==> src/rtl/serial_adder_pkg.sv <==
// Shared definitions for the bit-serial adder: FSM state encodings and a clog2 helper.
package serial_adder_pkg;

    typedef enum logic [1:0] {
        IDLE = 2'd0,
        RUN  = 2'd1,
        DONE = 2'd2
    } state_t;

    // Ceiling log2, never less than 1 so a counter always has at least one bit.
    function automatic int unsigned clog2_min1(input int unsigned v);
        int unsigned r;
        r = 0;
        for (int unsigned i = 0; i < 32; i++) begin
            if ((32'd1 << i) < v) begin
                r = i + 1;
            end
        end
        return (r < 1) ? 1 : r;
    endfunction

endpackage

==> src/rtl/serial_adder_full_adder.sv <==
// Single-bit full adder cell, time-shared by serial_adder across all operand bits.
module full_adder (
    input  logic a,
    input  logic b,
    input  logic ci,
    output logic sum_c,
    output logic cout_c
);

    assign sum_c  = a ^ b ^ ci;
    assign cout_c = (a & b) | (ci & (a ^ b));

endmodule

==> src/rtl/serial_adder.sv <==
// Bit-serial adder: one registered-carry full adder resolves {cout, sum} = a + b + cin LSB first.
// Optional signed-overflow output is enabled by defining SERIAL_ADDER_OVF_EN.
module serial_adder
    import serial_adder_pkg::*;
#(
    parameter int unsigned WIDTH = 8
) (
    input  logic             clk,
    input  logic             rst,
    input  logic             start,
    input  logic [WIDTH-1:0] a,
    input  logic [WIDTH-1:0] b,
    input  logic             cin,
    output logic             busy,
    output logic             done,
    output logic [WIDTH-1:0] sum,
    output logic             cout
`ifdef SERIAL_ADDER_OVF_EN
    ,
    output logic             ovf
`endif
);

    localparam int unsigned CNT_W = clog2_min1(WIDTH);

    state_t             state;
    state_t             state_nxt;
    logic [WIDTH-1:0]   a_sr;
    logic [WIDTH-1:0]   b_sr;
    logic [WIDTH-1:0]   sum_sr;
    logic               carry;
    logic [CNT_W-1:0]   cnt;
    logic               load;
    logic               shift;
    logic               last;
    logic               fa_sum;
    logic               fa_cout;

    full_adder u_fa (
        .a      (a_sr[0]),
        .b      (b_sr[0]),
        .ci     (carry),
        .sum_c  (fa_sum),
        .cout_c (fa_cout)
    );

    assign last = (cnt == CNT_W'(WIDTH - 1));

    // Next-state and datapath control
    always_comb begin
        state_nxt = state;
        load      = 1'b0;
        shift     = 1'b0;
        case (state)
            IDLE: begin
                if (start) begin
                    load      = 1'b1;
                    state_nxt = RUN;
                end
            end
            RUN: begin
                shift = 1'b1;
                if (last) begin
                    state_nxt = DONE;
                end
            end
            DONE: begin
                if (start) begin
                    load      = 1'b1;
                    state_nxt = RUN;
                end else begin
                    state_nxt = IDLE;
                end
            end
            default: state_nxt = IDLE;
        endcase
    end

    // State, shift registers, carry, counter and status outputs
    always_ff @(posedge clk) begin
        if (rst) begin
            state  <= IDLE;
            a_sr   <= '0;
            b_sr   <= '0;
            sum_sr <= '0;
            carry  <= 1'b0;
            cnt    <= '0;
            busy   <= 1'b0;
            done   <= 1'b0;
            sum    <= '0;
            cout   <= 1'b0;
        end else begin
            state <= state_nxt;
            busy  <= (state == RUN);
            done  <= (state == DONE);
            if (state == DONE) begin
                sum  <= sum_sr;
                cout <= carry;
            end
            if (load) begin
                a_sr  <= a;
                b_sr  <= b;
                carry <= cin;
                cnt   <= '0;
            end else if (shift) begin
                a_sr   <= a_sr >> 1;
                b_sr   <= b_sr >> 1;
                sum_sr <= (sum_sr >> 1) | (WIDTH'(fa_sum) << (WIDTH - 1));
                carry  <= fa_cout;
                cnt    <= cnt + CNT_W'(1);
            end
        end
    end

`ifdef SERIAL_ADDER_OVF_EN
    logic ovf_bit;

    // Overflow is carry into the MSB xor carry out of it, taken on the final bit
    always_ff @(posedge clk) begin
        if (rst) begin
            ovf_bit <= 1'b0;
            ovf     <= 1'b0;
        end else begin
            if (shift && last) begin
                ovf_bit <= carry ^ fa_cout;
            end
            if (state == DONE) begin
                ovf <= ovf_bit;
            end
        end
    end
`endif

endmodule

==> config.mk <==
export PLATFORM = sky130hd
export DESIGN_NAME = serial_adder
export DESIGN_NICKNAME = d
export VERILOG_FILES = /design/src/rtl/serial_adder_pkg.sv /design/src/rtl/serial_adder_full_adder.sv /design/src/rtl/serial_adder.sv
export SDC_FILE = /design/constraint.sdc
export NUM_CORES = 1
export LEC_CHECK = 0
export ABC_CLOCK_PERIOD_IN_PS = 3100
export CAP_MARGIN = 30
export CORE_AREA = 3 3 59 61
export DETAILED_ROUTE_END_ITERATION = 6
export DIE_AREA = 0 0 62 64
export GPL_ROUTABILITY_DRIVEN = 0
export GPL_TIMING_DRIVEN = 0
export PLACE_DENSITY = 0.91
export SYNTH_ARGS = -nofsm -noshare
export SYNTH_HDL_FRONTEND = slang
export SYNTH_SLANG_ARGS = --single-unit
==> constraint.sdc <==
create_clock -name clk -period 3.1 [get_ports clk]
set_input_delay 0.775 -clock clk [delete_from_list [all_inputs] [get_ports clk]]
set_output_delay 0.775 -clock clk [all_outputs]
set_load 0.05 [all_outputs]
# Yosys cells after proc, flatten, opt, wreduce, memory -nomap -nowiden
# Cells that the tools add are included.
# Widths: inputs -> output; s select.
# word_totals
ff_bits	41
elab_cells	42
out_inout_bits	11
# op_classes
addsub	1
mux	13
eq_ne	5
bitwise	7
reduce_logical	6
# op_table
cell	n
$mux 8	4
$or 7x8->8	1
$mux 1	6
$pmux 2 s3	1
$mux 2	2
$ne 2x2->1 const B	2
$reduce_and 2->1	2
$reduce_or 2->1	2
$add 3x1->3 const B	1
$eq 3x3->1 const B	1
$and 1x1->1	2
$eq 2x1->1 const B	1
$eq 2x2->1 const B	1
$logic_not 2->1	1
$reduce_bool 2->1	1
$xor 1x1->1	2
$not 1->1	1
$or 1x1->1	1

# Logic depth before layout (Yosys ltp)
# logic_depth
word_depth	5
mapped_depth	5
depth_no_buf	4

# Modules after synthesis
# Synthesis repeated with hierarchy kept, for this count alone.
# hier_totals
hier_cells	190
area_unflattened_um2	1669.1
# by_module_without_submodules
module	area_each_um2	cells_per_inst	seq_area_each_um2	n_inst
serial_adder	1649.1	189	820.8	1
full_adder	20.0	1	0.0	1

# Worst setup path before layout
# Ideal clock, no wire load.
# synth_timing
path_type	input-to-reg
startpoint	input start
endpoint	register b_sr[7]
n_path_buf	1
stages	4
slack_ps	1644
t_required_ps	2967
t_arrival_ps	1323
path_cell_list	nor2b_1 -> clkbuf_1 -> mux2i_1 -> nor3_1
# synth_via
elab_chain_len	3
elab_cells_between_ends	4
cone_classes	mux (3); reduce/logical (1)
# synth_rtl
element	line	text
start: declaration	serial_adder.sv:10	input logic start,
$mux 1 (*)	serial_adder.sv:56, serial_adder.sv:68	
$mux 1 (*)	--	
$mux 8 / $reduce_bool 2->1 (equally long branches)	--	
end signal: assignment	serial_adder.sv:107	b_sr <= b_sr >> 1;
end: declaration	serial_adder.sv:29	logic [WIDTH-1:0] b_sr;
# Every way passes the cells marked *; elsewhere a longest branch is shown, timed or not.
# A chain may end at the register's enable or synchronous reset.

# Worst setup path after layout
# layout_timing
startpoint	register sum[3]
endpoint	output sum[3]
# layout_lines
element	line	text
start: declaration	serial_adder.sv:16	output logic [WIDTH-1:0] sum,
start signal: assignment	serial_adder.sv:97	sum <= sum_sr;
# No word-level cell between the ends.

==> run_results.csv <==
group,metric,value,unit
synthesis,synth_area_leaders,"dfxtp_1 (51%), nand2_1 (15%), a311oi_1 (6.0%)",
clocking,clock_sinks,41,
setup_path,cp_max_fo,2,
clocking,clockRootBuffer,"clkbuf_4",
placement,dp.cells,266,
pwr,p_per_area,463,nW/um^2
grt,antenna_found_initial,0,
floorplan,dieArea,3970,sq um
final_layout,area_growth,25.0,%
synthesis,ys_seq_area_share,50.7,%
grt,track_usage,18.7,%
floorplan,chipHeight,64,um
final_layout,final_nets,252,
setup_path,start_kind,"register",
setup_path,crit_path_max_incr_delay,800,ps
setup_path,cp_slowest_cell,"clkdlybuf4s50_1",
route,vias,1416,
synthesis,netlist_area,1620,sq um
clocking,cts_tree,"done",
sta,fin_crit,2270,ps
clocking,holdBufCountCts,0,
pwr,p_leak,0.722,nW
synthesis,netlist_instances,192,
floorplan,num_rows,20,
setup_path,cp_cell_sequence,"clkdlybuf4s50_1",
flow_run,cap_violations,0,
setup_path,crit_family,"buffers and inverters",
synthesis,synth_area_leader_cell,"dfxtp_1",
outcome,status,"completed",
synthesis,synth.distinct_cells,23,
route,drtIter0Drc,56,
final_layout,diodes,0,
final_layout,stdcell_count,274,
setup_path,cp_data_required_time,2320,ps
floorplan,initial_core_util,53.4,%
sta,worst_pin_slew,493,ps
clocking,htree_levels,2,
sta,fin_setup_tns,0,ps
route,wirelength,3.16,mm
final_layout,mostFrequentLayoutCell,"nand2_1",
clocking,clk_pin_slew,100,ps
setup_path,arrival,1490,ps
route,ant_nets,0,
final_layout,final_util,66.8,%
sta,fmax,441,MHz
placement,port_buffers,30,
grt,grt.overflow.total,0,
sta,relSlewSlack,67.0,%
grt,grt_pass1_vias,1341,
route,drc,0,
sta,maxSlewViolCount,0,
final_layout,mostFrequentLayoutCells,"nand2_1 (63), dfxtp_1 (41), clkdlybuf4s50_1 (30), a21oi_1 (19), nor2_1 (17)",
sta,hold_viol,0,
clocking,numCtsBuffers,5,
clocking,post_cts_buffers,0,
sta,finalClockSkew,5.28,ps
clocking,ctsResizeCount,0,
placement,hpwlAfterDp,2.32,mm
synthesis,synth_nets,215,
floorplan,core,3030,sq um
route,drtPass1Iterations,4,
pwr,vdd_drop_max,293,uV
clocking,clk_latency,350,ps
synthesis,yosysWarnings,0,
synthesis,synth_top_area_share,50.7,%
floorplan,num_io_pins,31,
synthesis,ys_ff_latch,41,
final_layout,layout-drive-gt1-share,7.83,%
sta,rsz0062_at_grt,"false",
grt,grt_pass1_wl,5.66,mm
route,avgRoutedWirePerCell,11.5,um
grt,grt_max_degree,12,
floorplan,die_w,62,um
worst_hold_path,hp-class,"register to register",
synthesis,syn_area_per_cell,8.43,sq um
clocking,clk_path_buf_depth,2,
setup_path,end_kind,"output pin",
setup_path,worstSetupPathType,"register to output pin",
sta,setup_viol,0,
sta,timing.final.crit_share,73.2,%
route,vias_per_cell,5.17,
setup_path,critPathBufInv,1,
==> layer usage <==
| metal | vias to the layer above | global-route usage [%] | part of all wire [%] |
|---|---|---|---|
| li1 | 717 | - | - |
| met1 | 659 | 25.6 | 45 |
| met2 | 33 | 27.7 | 47 |
| met3 | 7 | 5.45 | 6.2 |
| met4 | 0 | 6.37 | 1.7 |
| met5 | - | 0 | 0 |
==> cells in the mapped netlist <==
library cell and count:
and2b_1 1, a22oi_1 1, nand2b_1 3, nor2_1 17
and2_1 1, buf_4 3, fa_1 1, clkbuf_1 5
a311oi_2 3, mux2i_1 3, a21oi_1 19, ha_1 2
o21a_1 1, buf_1 1, buf_2 6, nor2b_1 2
buf_6 1, xnor2_1 1, dfxtp_1 41, nand3_1 2
nor3_1 4, nand2_1 63, a311oi_1 11
==> cells by family (layout without fill, tap and decap cells) <==
| kind of cell | after synthesis | in the layout | synth area share, % |
|---|---|---|---|
| multiplexers | 3 | 3 | 1.86 |
| AO/OA/AOI/OAI | 35 | 35 | 15.5 |
| flip-flops | 41 | 41 | 50.7 |
| AND/OR/NAND/NOR | 93 | 93 | 23.2 |
| XOR/XNOR | 1 | 1 | 0.541 |
| buffers and inverters | 16 | 54 | 5.34 |
| adder cells (fa/ha/maj) | 3 | 3 | 2.78 |
==> final timing paths <==
path                          endpoint  cells after the start                   from  slack (ps)
setup / recovery                sum[3]                      1    sum[3]$_SDFFE_PP0N_         830
hold / removal     sum[1]$_SDFFE_PP0N_                      2    sum[1]$_SDFFE_PP0N_         460
setup reg to reg  a_sr[6]$_SDFFE_PP0P_                      5  state[0]$_SDFFE_PP0P_        1820
hold reg to reg    sum[1]$_SDFFE_PP0N_                      2    sum[1]$_SDFFE_PP0N_         460
==> state kept, by name (all words and copies together) (netlist names) <==
name,flops
a_sr,8
b_sr,8
busy,1
carry,1
cnt,3
cout,1
done,1
state,2
sum,8
sum_sr,8
==> final cells by class <==
class	count	area, sq um
plain buffers	16	86.3
fillers	253	1010
well taps	44	55.1
clock buffers	8	48.8
repair buffers	30	300
flip-flops and latches	41	821
multi-input cells	135	711
==> where the power goes <==
part	total, mW	internal (mW)	switching (mW)
logic	0.124	0.0594	0.0648
registers	0.564	0.550	0.0141
clock network	0.248	0.0904	0.157
==> stage by stage <==
stage / instance area, sq um / worst slack (ps) / hold WS, ps / total power, mW
global route: 2020 / 776 / 494 / 0.982
global placement: 1970 / 943 / 444 / 0.697
floorplan: 1620 / 1640 / 432 / 0.653
CTS: 2020 / 809 / 462 / 0.943
detailed placement: 1970 / 950 / 448 / 0.701
finish: 2020 / 832 / 458 / 0.937
(Power assumes the default switching activity.)
